[config.mk]
export PLATFORM = sky130hd
export DESIGN_NAME = prefix_adder_seq
export DESIGN_NICKNAME = d
export VERILOG_FILES = /design/src/rtl/prefix_adder_pkg.sv /design/src/rtl/prefix_node.sv /design/src/rtl/prefix_row.sv /design/src/rtl/prefix_adder_seq.sv
export SDC_FILE = /design/constraint.sdc
export NUM_CORES = 1
export LEC_CHECK = 0
export ABC_AREA = 1
export BUFFER_PORTS_ARGS = -buffer_cell sky130_fd_sc_hd__buf_4
export CORE_ASPECT_RATIO = 1.2
export CORE_MARGIN = 4
export CORE_UTILIZATION = 27
export CTS_BUF_LIST = sky130_fd_sc_hd__clkbuf_16
export DETAILED_ROUTE_END_ITERATION = 12
export GPL_TIMING_DRIVEN = 0
export HOLD_SLACK_MARGIN = 0.1
export PLACE_DENSITY = 0.43
export SETUP_SLACK_MARGIN = 0.4
export SLEW_MARGIN = 20
export SYNTH_ARGS = -nofsm -noshare
export SYNTH_HDL_FRONTEND = slang
export SYNTH_SLANG_ARGS = --single-unit
[constraint.sdc]
create_clock -name clk -period 1.6 [get_ports clk]
set_clock_uncertainty 0.15 [all_clocks]
set_input_delay 0.16 -clock clk [delete_from_list [all_inputs] [get_ports clk]]
set_output_delay 0.16 -clock clk [all_outputs]
set_load 0.05 [all_outputs]
[src/rtl/prefix_adder_pkg.sv]
// Shared types and sizing helpers for the sequential prefix adder.
// Optional carry-in is enabled with PREFIX_ADDER_SEQ_CIN_EN.
package prefix_adder_pkg;

  typedef enum logic [1:0] {
    IDLE,
    ITER,
    DONE
  } state_e;

  function automatic int levels_of(input int w);
    return $clog2(w);
  endfunction

  function automatic int level_w(input int w);
    int l;
    l = $clog2($clog2(w));
    return (l < 1) ? 1 : l;
  endfunction

endpackage

[src/rtl/prefix_node.sv]
// Kogge-Stone prefix cell: combines a high and a low
// generate/propagate pair into one.
module prefix_node (
  input  logic gen_high,
  input  logic prop_high,
  input  logic gen_low,
  input  logic prop_low,
  output logic gen_out,
  output logic prop_out
);

  assign gen_out  = gen_high | (prop_high & gen_low);
  assign prop_out = prop_high & prop_low;

endmodule

[src/rtl/prefix_row.sv]
// One row of prefix nodes with a runtime span of 2^level;
// bits below the span pass through unchanged.
module prefix_row #(
  parameter int WIDTH = 8,
  parameter int LW    = 2
) (
  input  logic [LW-1:0]    level,
  input  logic [WIDTH-1:0] g_in,
  input  logic [WIDTH-1:0] p_in,
  output logic [WIDTH-1:0] g_out,
  output logic [WIDTH-1:0] p_out
);

  localparam int SW = $clog2(WIDTH) + 1;

  logic [SW-1:0]    span;
  logic [WIDTH-1:0] g_low;
  logic [WIDTH-1:0] p_low;
  logic [WIDTH-1:0] hi;
  logic [WIDTH-1:0] g_node;
  logic [WIDTH-1:0] p_node;

  // Shifting by the span lines up G/P[i-s] with bit i.
  always_comb begin
    span  = SW'(1) << level;
    g_low = g_in << span;
    p_low = p_in << span;
    hi    = {WIDTH{1'b1}} << span;
  end

  for (genvar i = 0; i < WIDTH; i++) begin : g_node_col
    prefix_node u_node (
      .gen_high (g_in[i]),
      .prop_high(p_in[i]),
      .gen_low  (g_low[i]),
      .prop_low (p_low[i]),
      .gen_out  (g_node[i]),
      .prop_out (p_node[i])
    );
  end

  assign g_out = (g_node & hi) | (g_in & ~hi);
  assign p_out = (p_node & hi) | (p_in & ~hi);

endmodule

[src/rtl/prefix_adder_seq.sv]
// Iterative Kogge-Stone adder reusing one prefix row per level.
// Carry-in port enabled with PREFIX_ADDER_SEQ_CIN_EN.
module prefix_adder_seq
  import prefix_adder_pkg::*;
#(
  parameter int WIDTH = 8
) (
  input  logic             clk,
  input  logic             rst,
  input  logic             in_valid,
  output logic             in_ready,
  input  logic [WIDTH-1:0] a,
  input  logic [WIDTH-1:0] b,
`ifdef PREFIX_ADDER_SEQ_CIN_EN
  input  logic             cin,
`endif
  output logic             out_valid,
  input  logic             out_ready,
  output logic [WIDTH-1:0] sum,
  output logic             cout
);

  localparam int LEVELS = levels_of(WIDTH);
  localparam int LW     = level_w(WIDTH);
  localparam logic [LW-1:0] LAST = LW'(LEVELS - 1);

  if (WIDTH < 2 || (WIDTH & (WIDTH - 1)) != 0) begin : g_bad_width
    $error("prefix_adder_seq: WIDTH must be a power of two >= 2");
  end

  state_e           state_q;
  state_e           state_d;
  logic [LW-1:0]    level_q;
  logic [WIDTH-1:0] g_q;
  logic [WIDTH-1:0] p_q;
  logic [WIDTH-1:0] x_q;
  logic [WIDTH-1:0] g_n;
  logic [WIDTH-1:0] p_n;
  logic [WIDTH-1:0] g_init;
  logic [WIDTH-1:0] sum_d;
  logic             cin_q;
  logic             accept;
  logic             last;

  assign in_ready  = (state_q == IDLE);
  assign out_valid = (state_q == DONE);
  assign accept    = in_ready & in_valid;
  assign last      = (state_q == ITER) && (level_q == LAST);

`ifdef PREFIX_ADDER_SEQ_CIN_EN
  always_ff @(posedge clk) begin
    if (rst)
      cin_q <= 1'b0;
    else if (accept)
      cin_q <= cin;
  end

  always_comb begin
    g_init    = a & b;
    g_init[0] = (a[0] & b[0]) | ((a[0] ^ b[0]) & cin);
  end
`else
  assign cin_q  = 1'b0;
  assign g_init = a & b;
`endif

  prefix_row #(
    .WIDTH(WIDTH),
    .LW   (LW)
  ) u_row (
    .level(level_q),
    .g_in (g_q),
    .p_in (p_q),
    .g_out(g_n),
    .p_out(p_n)
  );

  // Carry into bit i is the final group generate of bits below it.
  assign sum_d = x_q ^ {g_n[WIDTH-2:0], cin_q};

  always_comb begin
    state_d = state_q;
    unique case (state_q)
      IDLE:    if (in_valid) state_d = ITER;
      ITER:    if (level_q == LAST) state_d = DONE;
      DONE:    if (out_ready) state_d = IDLE;
      default: state_d = IDLE;
    endcase
  end

  always_ff @(posedge clk) begin
    if (rst) begin
      state_q <= IDLE;
      level_q <= '0;
      g_q     <= '0;
      p_q     <= '0;
      x_q     <= '0;
      sum     <= '0;
      cout    <= 1'b0;
    end else begin
      state_q <= state_d;
      if (accept) begin
        level_q <= '0;
        g_q     <= g_init;
        p_q     <= a ^ b;
        x_q     <= a ^ b;
      end else if (state_q == ITER) begin
        g_q     <= g_n;
        p_q     <= p_n;
        level_q <= last ? '0 : level_q + 1'b1;
        if (last) begin
          sum  <= sum_d;
          cout <= g_n[WIDTH-1];
        end
      end
    end
  end

endmodule
======== After elaboration in Yosys (flattened, before gate mapping) ========
Cells that the tools add are included.
W data, S select, Z words.
word-level totals
  bits in registers ....................... 37
  input port bits ......................... 20
  output and inout bits ................... 11
  word-level logic and storage cells ...... 69
operators by class
  add/subtract/negate cells ............... 1
  eq/ne operators ......................... 6
  shift operators ......................... 4
  mux-type cells .......................... 9
  bitwise gates (word level) .............. 36
  reductions and logical operators ........ 6
operators by type and width
  cell                   number
  $and A8 B8 Y8          5
  $mux W8                4
  $and A1 B1 Y1          17
  $or A8 B8 Y8           2
  $shl A8 B4 Y8          2
  $xor A8 B8 Y8          2
  $mux W2                4
  $not A8 Y8             1
  $or A1 B1 Y1           8
  $shl A8 B4 Y8 const A  1
  $pmux W2 S3            1
  $reduce_and A3 Y1      2
  $eq A2 B2 Y1 const B   2
  $ne A2 B2 Y1 const B   2
  $shl A1 B2 Y4 const A  1
  $add A2 B1 Y2 const B  1
  $eq A2 B1 Y1 const B   1
  $logic_not A2 Y1       1
  $ne A2 B1 Y1 const B   1
  $reduce_bool A2 Y1     1
  $reduce_or A2 Y1       1
  $logic_and A1 B1 Y1    1
  $not A1 Y1             1

======== Depth between registers and ports, before layout ========
Gate-level depths: netlist (run 1).
  depth after elaboration ................. 8
  depth in mapped cells ................... 10
  gate-level depth less buffers ........... 9

======== Cells and area by module ========
Synthesis (run 1) repeated with hierarchy kept, for this count alone.
second synthesis, totals
  cell total of the unflattened synthesis .. 380
  area, all modules ....................... 2,336.0 sq um
modules (own cells, without submodules)
  module            instances  cells each  area an instance (sq um)  seq. area each (sq um)
  prefix_adder_seq  1          244         1,726.7                   740.7
  prefix_row        1          101         478.0                     0.0
  prefix_node       7          5           18.8                      0.0

======== Least setup slack after synthesis (run 1) ========
Ideal clock, no wire load.
  kind .................................... register to register
  start point ............................. register state_q[1]
  end point ............................... register state_q[1]
  library setup time ...................... 0.071 ns
  arrival ................................. 1.370 ns
  required time ........................... 1.379 ns
  slack ................................... 0.009 ns
  cell stages (with the launch flop) ...... 5
  buffers on the path ..................... 0
  clock period less this slack ............ 1.591 ns
  path through ............................ dfxtp_1 -> inv_1 -> nor2_1 -> nand2_1 -> a21oi_1
between the ends
  longest elaborated chain between the ends .. 3
  elaborated cells on any way between the ends .. 8
  those cells by class .................... 5 x eq/ne; 1 x mux; 2 x reduce/logical
RTL lines
  what                                RTL line                 text
  start, declared                     prefix_adder_seq.sv:31   state_e state_q;
  start signal, assigned              prefix_adder_seq.sv:101  state_q <= state_d;
  $eq A2 B2 Y1 (*)                    -
  net out_valid                       prefix_adder_seq.sv:17   output logic out_valid,
  $ne A2 B1 Y1 (no source line)       -
  $reduce_and A3 Y1 (no source line)  -
Mark *: on every way through the listed nets, which the timed path passes. The rest lies on a longest branch.
A chain may end at the register's enable or synchronous reset.

======== Worst setup path in the final report (run 1) ========
  start point ............................. register level_q[1]
  end point ............................... register sum[7]
between the ends
  longest elaborated chain between the ends .. 7
  elaborated cells on any way between the ends .. 13
  those cells by class .................... 1 x eq/ne; 3 x shift; 7 x bitwise; 2 x reduce/logical
RTL lines
  what                    RTL line                 text
  start, declared         prefix_adder_seq.sv:33   logic [LW-1:0] level_q;
  start signal, assigned  prefix_adder_seq.sv:110  level_q <= last ? '0 : level_q + 1'b1;
  $shl A1 B2 Y4           prefix_row.sv:25         span = SW'(1) << level;
  $shl A8 B4 Y8           prefix_row.sv:26         g_low = g_in << span;
  $and A1 B1 Y1           prefix_node.sv:12        assign gen_out = gen_high | (prop_high & gen_low);
  $or A1 B1 Y1            prefix_node.sv:12
  $and A8 B8 Y8           prefix_row.sv:42         assign g_out = (g_node & hi) | (g_in & ~hi);
  $or A8 B8 Y8            prefix_row.sv:42
  $xor A8 B8 Y8           prefix_adder_seq.sv:79   assign sum_d = x_q ^ {g_n[WIDTH-2:0], cin_q};
  end signal, assigned    prefix_adder_seq.sv:112  sum <= sum_d;
  end, declared           prefix_adder_seq.sv:19   output logic [WIDTH-1:0] sum,
Several ways; a longest one is shown, not always the timed one.

==> results.md, run 1 <==
- Main combinational cell family by area after synthesis: simple AND/OR/NAND/NOR gates
- Status: finished, final reports clean
- Max-cap viol count: 0
- Initial Util: 27.6%
- Synthesized cell area: 1990 µm²
- Synth Area per Inst: 6.97 µm²
- Area leader, netlist: dfxtp_1
- Routed WL per cell: 14.8 µm
- CP dominant cell by count: nand2_2
- RSZ-0062 raised after global routing: yes
- Crit-path cells: nor2_4 > buf_6 > buf_6 > nand2_2 > nand3_2 > nand2_2 > nand2_2 > nand2_2 > nand3_2 > nand2_1 > inv_1
- Slew headroom: 54.5%
- Post-route clock period utilization: 90.1%
- Largest stage delay, worst path: 0.42 ns
- Critical path class: reg -> reg
- N_diodes: 0
- Post-synth top area share: 37.2%
- Sink Count: 37
- Die W: 86.4 µm
- Largest net degree at the start of global routing: 13
- DR DRC count: 0
- Final setup fails: 0
- Clock buffer count from CTS: 5
- Final #Nets: 374
- Critical Path RT: 1.63 ns
- Worst hold path type: in -> reg
- Post-DP HPWL: 4400 µm
- Combinational share of power: 20.7%
- Sequential share of the synthesized area: 37.2%
- Simple-gate share of the synthesized area: 31.8%
- Port buffer count: 29
- P_leak: 1.32 nW
- Synth Instances: 286
- Clock Tree Buf Depth: 2
- CTS H-tree depth: 2
- Rows: 34
- IO Pins: 31
- Critical Path Slowest Stage Cell: dfxtp_4
- VDD IR max: 0.443 mV
- Layout area overhead: 55.7%
- Clk slew on worst S/H paths: 0.06 ns
- Net Sw Power: 0.000751 W
- CP Launch Type: register
- WHS: 0.0901 ns
- Die Ht: 102 µm
- Min Tclk post-route: 1.44 ns
- Max Freq: 694 MHz
- Overflow after GRT: 0
- Vias in the first global route: 2049
- Global-route wire length before repair: 10300 µm
- Layout cell share with drive strength beyond 1: 39.2%
- Adder-cell area share of the yosys netlist: 5.02%
- Final setup TNS: 0 ns
- Area contributors post-synth: dfxtp_1 37%, nand2_1 13%, nand3_1 7.5%, inv_1 5.3%, nor2_1 5.3%
- Yosys warnings: 0
- Worst path arrival time: 1.47 ns
- Critical path endpoint category: register
- DR vias: 2096
- Iter 0 DRT Violations: 157
- FF+latch count, synth: 37
- CP top delay family: simple AND/OR/NAND/NOR gates
- Final WL: 6470 µm
- Count of final hold-check violations: 0
- Post-Synth XOR/XNOR Area: 0.439%
- Number of distinct library cells after synthesis: 28
- Switching Fraction: 27.8%
- Measured slew at the worst slew-check pin: 0.683 ns
- Hold buffer count at cts: 1
- Core area: 7230 µm²
- Buf+Inv Stages, Crit Path: 3
- CP max FO: 7
- Initial antenna violation count: 0
- Antenna Nets Post-Route: 0
- RD Place Congestion: 0.799
- Post-synthesis compound-gate area fraction: 15.5%
- Max-slew violations: 0
- Mux contribution to synthesized area: 0%
- Int Pwr: 0.00195 W
- Pre-antenna DRT Iters: 4
- Die area: 8830 µm²
- CTS tree: yes
- CTS root buffer: clkbuf_16
- Syn Nets: 314
- Reg power frac: 37.8%
- Aggregate global-route resource usage: 15.3%
- Vias per inst: 4.80
- Clock share of power: 41.5%
- Worst-skew pair later-pin latency: 0.28 ns
- Pwr/cell area: 871 nW/µm²
final cells by class:
class / instances / area [µm²]
repair buffers: 52 / 492
flip-flops and latches: 37 / 756
well taps: 90 / 113
fillers: 751 / 4130
clock buffers: 5 / 125
inverters: 33 / 148
multi-input cells: 207 / 1320
clock inverters: 3 / 41.3
plain buffers: 10 / 111
synthesized netlist by cell type (all sizes together):
cell / n
nand4: 3
nor2: 31
dfxtp: 37
a31oi: 5
o21ai: 19
buf: 8
inv: 32
nand2: 75
o31ai: 1
clkinv: 1
a21oi: 18
ha: 8
xnor2: 1
a211oi: 1
nor3: 4
o211ai: 4
nand3: 30
o22ai: 6
clkbuf: 2
cell usage in the layout, fill, tap and decap left out, drive strengths merged:
| cell | count |
|---|---|
| nand2 | 76 |
| buf | 58 |
| dfxtp | 37 |
| inv | 31 |
| nor2 | 31 |
| nand3 | 30 |
| o21ai | 19 |
| a21oi | 18 |
| ha | 8 |
| clkbuf | 8 |
| o22ai | 6 |
| a31oi | 5 |
| o211ai | 4 |
| nor3 | 4 |
| nand4 | 3 |
| clkinv | 3 |
| xnor2 | 1 |
| a211oi | 1 |
| o31ai | 1 |
| clkinvlp | 1 |
| bufinv | 1 |
| dlygate4sd3 | 1 |
per-layer routing:
layer / vias to the layer above / global-route usage [%] / routed length [µm]
met5: - / 0 / 0
met3: 5 / 2.90 / 191
met4: 0 / 4.32 / 69
met2: 36 / 25.6 / 3230
li1: 1071 / - / -
met1: 984 / 20.1 / 2980
final timing paths:
check,from,end,slack (ns),cells past startpoint
min,rst,sum[1]$_SDFFE_PP0P_,0.09,2
max,level_q[1]$_SDFFE_PP0P_,sum[7]$_SDFFE_PP0P_,0.16,11
max reg2reg,level_q[1]$_SDFFE_PP0P_,sum[7]$_SDFFE_PP0P_,0.16,11
min reg2reg,x_q[1]$_SDFFE_PP0P_,x_q[1]$_SDFFE_PP0P_,0.32,2
through the flow:
stage	cell area [µm²]	power, W	utilization, %	setup WS, ns	cells
after floorplan	2000	0.00128	-	0.165	286
after global placement	2330	0.00142	32.2	-0.0102	405
after detailed placement	2330	0.00141	32.2	-0.000862	405
after CTS	2890	0.00267	40.0	0.211	429
after global routing	3100	0.00283	42.9	0.0952	437
final	3100	0.00270	42.9	0.159	437
cell families (layout without fill, tap and decap cells):
logic type | count (synthesis) | after routing
AO/OA/AOI/OAI | 54 | 54
XOR/XNOR | 1 | 1
adder cells (fa/ha/maj) | 8 | 8
buffers and inverters | 43 | 103
flip-flops | 37 | 37
AND/OR/NAND/NOR | 143 | 144
power by group through the flow:
stage	Combinational [W]	Clock, W	Sequential, W
after floorplan	0.000253	0	0.00103
after global placement	0.000378	0	0.00104
after detailed placement	0.000377	0	0.00104
after CTS	0.000493	0.00116	0.00102
after global routing	0.000613	0.00119	0.00103
final	0.000560	0.00112	0.00102
timing repair:
item / CTS / global route
pin swaps: 15 / 9
endpoints found under the setup margin: 39 / 39
gates cloned: 3 / 1
hold endpoints to repair: 3 / 1
gates resized for setup: 67 / 35
setup buffers: 12 / 7
(Power assumes the default switching activity.)
==> inputs of run 2 (changes only) <==
CORE_UTILIZATION = 60   (was 27)
PLACE_DENSITY = 0.83   (was 0.43)
SETUP_SLACK_MARGIN = unset   (was 0.4)
clock period = 1.8 ns   (was 1.6 ns; I/O delays follow)
==> run 2 against run 1 <==
  * Critical endpoint is now x_q[6]$_SDFFE_PP0P_
  * Global-route usage increased by 11 points
  * Flip-flop and latch count unchanged
  * Sequential share of layout area increased by 6.3 points
  * Critical path depth decreased by 6
  * Total power decreased by 24%
  * Via count decreased by 1.7%
  * Final area decreased by 22%
  * Core utilization increased by 34 points
  * Clock power decreased by 28%
  * Setup slack got worse by 0.0050 ns
  * Worst hold slack improved by 0.021 ns
  * Clock-buffer cell count unchanged
==> results.md, run 2 (synthesis gave the netlist of run 1 again) <==
- IO Pins: 31 (unchanged)
- Commonest non-fill, non-tap cell in the layout: nand2_1
- Sink Count: 37 (unchanged)
- Core area: 3140 µm² (-57%)
- DR vias: 2061 (-1.7%)
- Pre-antenna DRT Iters: 5 (+1)
- Final #Nets: 352 (-5.9%)
- N_diodes: 0 (unchanged)
- Largest net degree at the start of global routing: 12 (-1)
- RD Place Congestion: 0.882 (+10%)
- Total power: 0.00205 W (-24%)
- DR DRC count: 0 (unchanged)
- Worst-skew pair later-pin latency: 0.28 ns (about the same)
- Clock buffer count from CTS: 5 (unchanged)
- Layout area overhead: 21.1%
- Post-route clock period utilization: 91.5%
- Max-slew violations: 0 (unchanged)
- CTS H-tree depth: 2 (unchanged)
- Final setup fails: 0 (unchanged)
- Buf+Inv Stages, Crit Path: 3 (unchanged)
- Routed WL per cell: 14.3 µm (-3.6%)
- Overflow after GRT: 0 (unchanged)
- RSZ-0062 raised after global routing: no
- Reg area: 741 µm² (-2.0%)
- CTS tree: yes
- Reg power frac: 44.2% (+6.4 points)
- VDD IR max: 0.940 mV (+110%)
- Multi-input logic area: 1050 µm² (-20%)
- Critical Path Slowest Stage Cell: dlygate4sd3_1
- Int Pwr: 0.00149 W (-24%)
- Vias in the first global route: 1983 (-3.2%)
- Measured slew at the worst slew-check pin: 0.575 ns (-0.108 ns)
- Dpl ws: 0.286 ns (+0.287 ns)
- Clk slew on worst S/H paths: 0.05 ns (about the same)
- Worst hold path type: in -> reg
- Min Tclk post-route: 1.65 ns
- Commonest cells after routing, fill and taps aside: 69 x nand2_1, 37 x dfxtp_1, 32 x buf_4
- Status: finished, final reports clean
- Layout cell share with drive strength beyond 1: 17.8% (-21 points)
- Critical Path RT: 1.78 ns (+0.15 ns)
- CP top delay family: buffers and inverters
- Final WL: 5150 µm (-20%)
- Fill cells: 267 (-64%)
- Clock Tree Buf Depth: 2 (unchanged)
- Clock share of power: 39.7% (-1.8 points)
- Largest stage delay, worst path: 0.52 ns (+0.10 ns)
- Initial Util: 63.5% (+36 points)
- Worst path arrival time: 1.63 ns (+0.16 ns)
- Iter 0 DRT Violations: 196 (+25%)
- Count of final hold-check violations: 0 (unchanged)
- Die area: 4310 µm² (-51%)
- Slew headroom: 61.7% (+7.2 points)
- Switching Fraction: 27.2% (-0.60 points)
- Max-cap viol count: 0 (unchanged)
- CP Launch Type: primary input
- Post-CTS Repair Setup Buffers: 0 (-12)
- P_leak: 1.09 nW (-17%)
- Vias per inst: 5.71 (+19%)
- Critical path class: in -> reg
- Pwr/cell area: 848 nW/µm² (-2.7%)
- Placed inst area: 2260 µm² (-3.3%)
- Final setup TNS: 0 ns (unchanged)
- Worst setup margin: 0.154 ns (-0.00502 ns)
- Initial antenna violation count: 0 (unchanged)
- Aggregate global-route resource usage: 25.9% (+11 points)
- Global-route wire length before repair: 8650 µm (-16%)
- Crit-path cells: dlygate4sd3_1 > buf_2 > clkinv_1 > nand2_4 > o22ai_1
- Critical path endpoint category: register
- Design Area, Final: 2410 µm² (-22%)
- Max Freq: 607 MHz
- Post-DP HPWL: 3710 µm (-16%)
- Net Sw Power: 0.000556 W (-26%)
- Fin util: 76.9% (+34 points)
- CP max FO: 10 (+3)
- Die Ht: 71.1 µm (-30%)
- CTS root buffer: clkbuf_16
- Antenna Nets Post-Route: 0 (unchanged)
- Port buffer count: 29 (unchanged)
- Die W: 60.6 µm (-30%)
- Combinational share of power: 16.2% (-4.5 points)
- Rows: 22 (-35%)
==> run 2: timing repair <==
action / 4_1_cts / 5_1_grt
hold buffers: 2 / 0
hold endpoints to repair: 2 / 0
resized for setup: 0 / 0
==> run 2: final cells by class <==
cell class	instances	area share, %
tap	36	1.87
timing repair buffer	31	9.85
inverter	33	5.24
buffer	10	3.06
clock inverter	3	0.518
multi-input combinational	206	43.6
sequential	37	30.7
clock buffer	5	5.18
==> run 2: routing by layer <==
layer / GRT usage (%) / part of all wire, % / vias to the layer above
met5: 0 / 0 / -
met4: 11.8 / 2.9 / 0
met1: 32.6 / 40 / 925
li1: - / - / 1022
met2: 40.4 / 48 / 96
met3: 7.12 / 8.6 / 18
==> run 2: per-stage QoR <==
stage	cells	hold slack (ns)
finish	361	0.111
global route	361	0.131
CTS	361	0.111
detailed placement	351	0.293
global placement	351	0.291
floorplan	286	0.202
==> run 2: worst register-to-register path, delay by kind of cell (launching register included) <==
kind / cells / cell delay [ns]
simple gates: 4 / 0.60
buf+inv: 3 / 0.37
flops: 1 / 0.33
==> run 2: worst paths after layout <==
check | start | endpoint | slack [ns] | cells past startpoint
worst max-delay path | rst | x_q[6]$_SDFFE_PP0P_ | 0.15 | 5
worst min-delay path | b[0] | register | 0.11 | 4
worst max register to register | level_q[0]$_SDFFE_PP0P_ | sum[5]$_SDFFE_PP0P_ | 0.26 | 7
worst min register to register | x_q[0]$_SDFFE_PP0P_ | sum[0]$_SDFFE_PP0P_ | 0.30 | 2
==> run 2: power groups by stage <==
stage	logic, W	registers [W]	clock network (W)
2_1_floorplan	0.000223	0.000912	0
3_3_place_gp	0.000314	0.000918	0
3_5_place_dp	0.000320	0.000919	0
4_1_cts	0.000327	0.000902	0.000818
5_1_grt	0.000366	0.000908	0.000865
6_report	0.000331	0.000904	0.000811
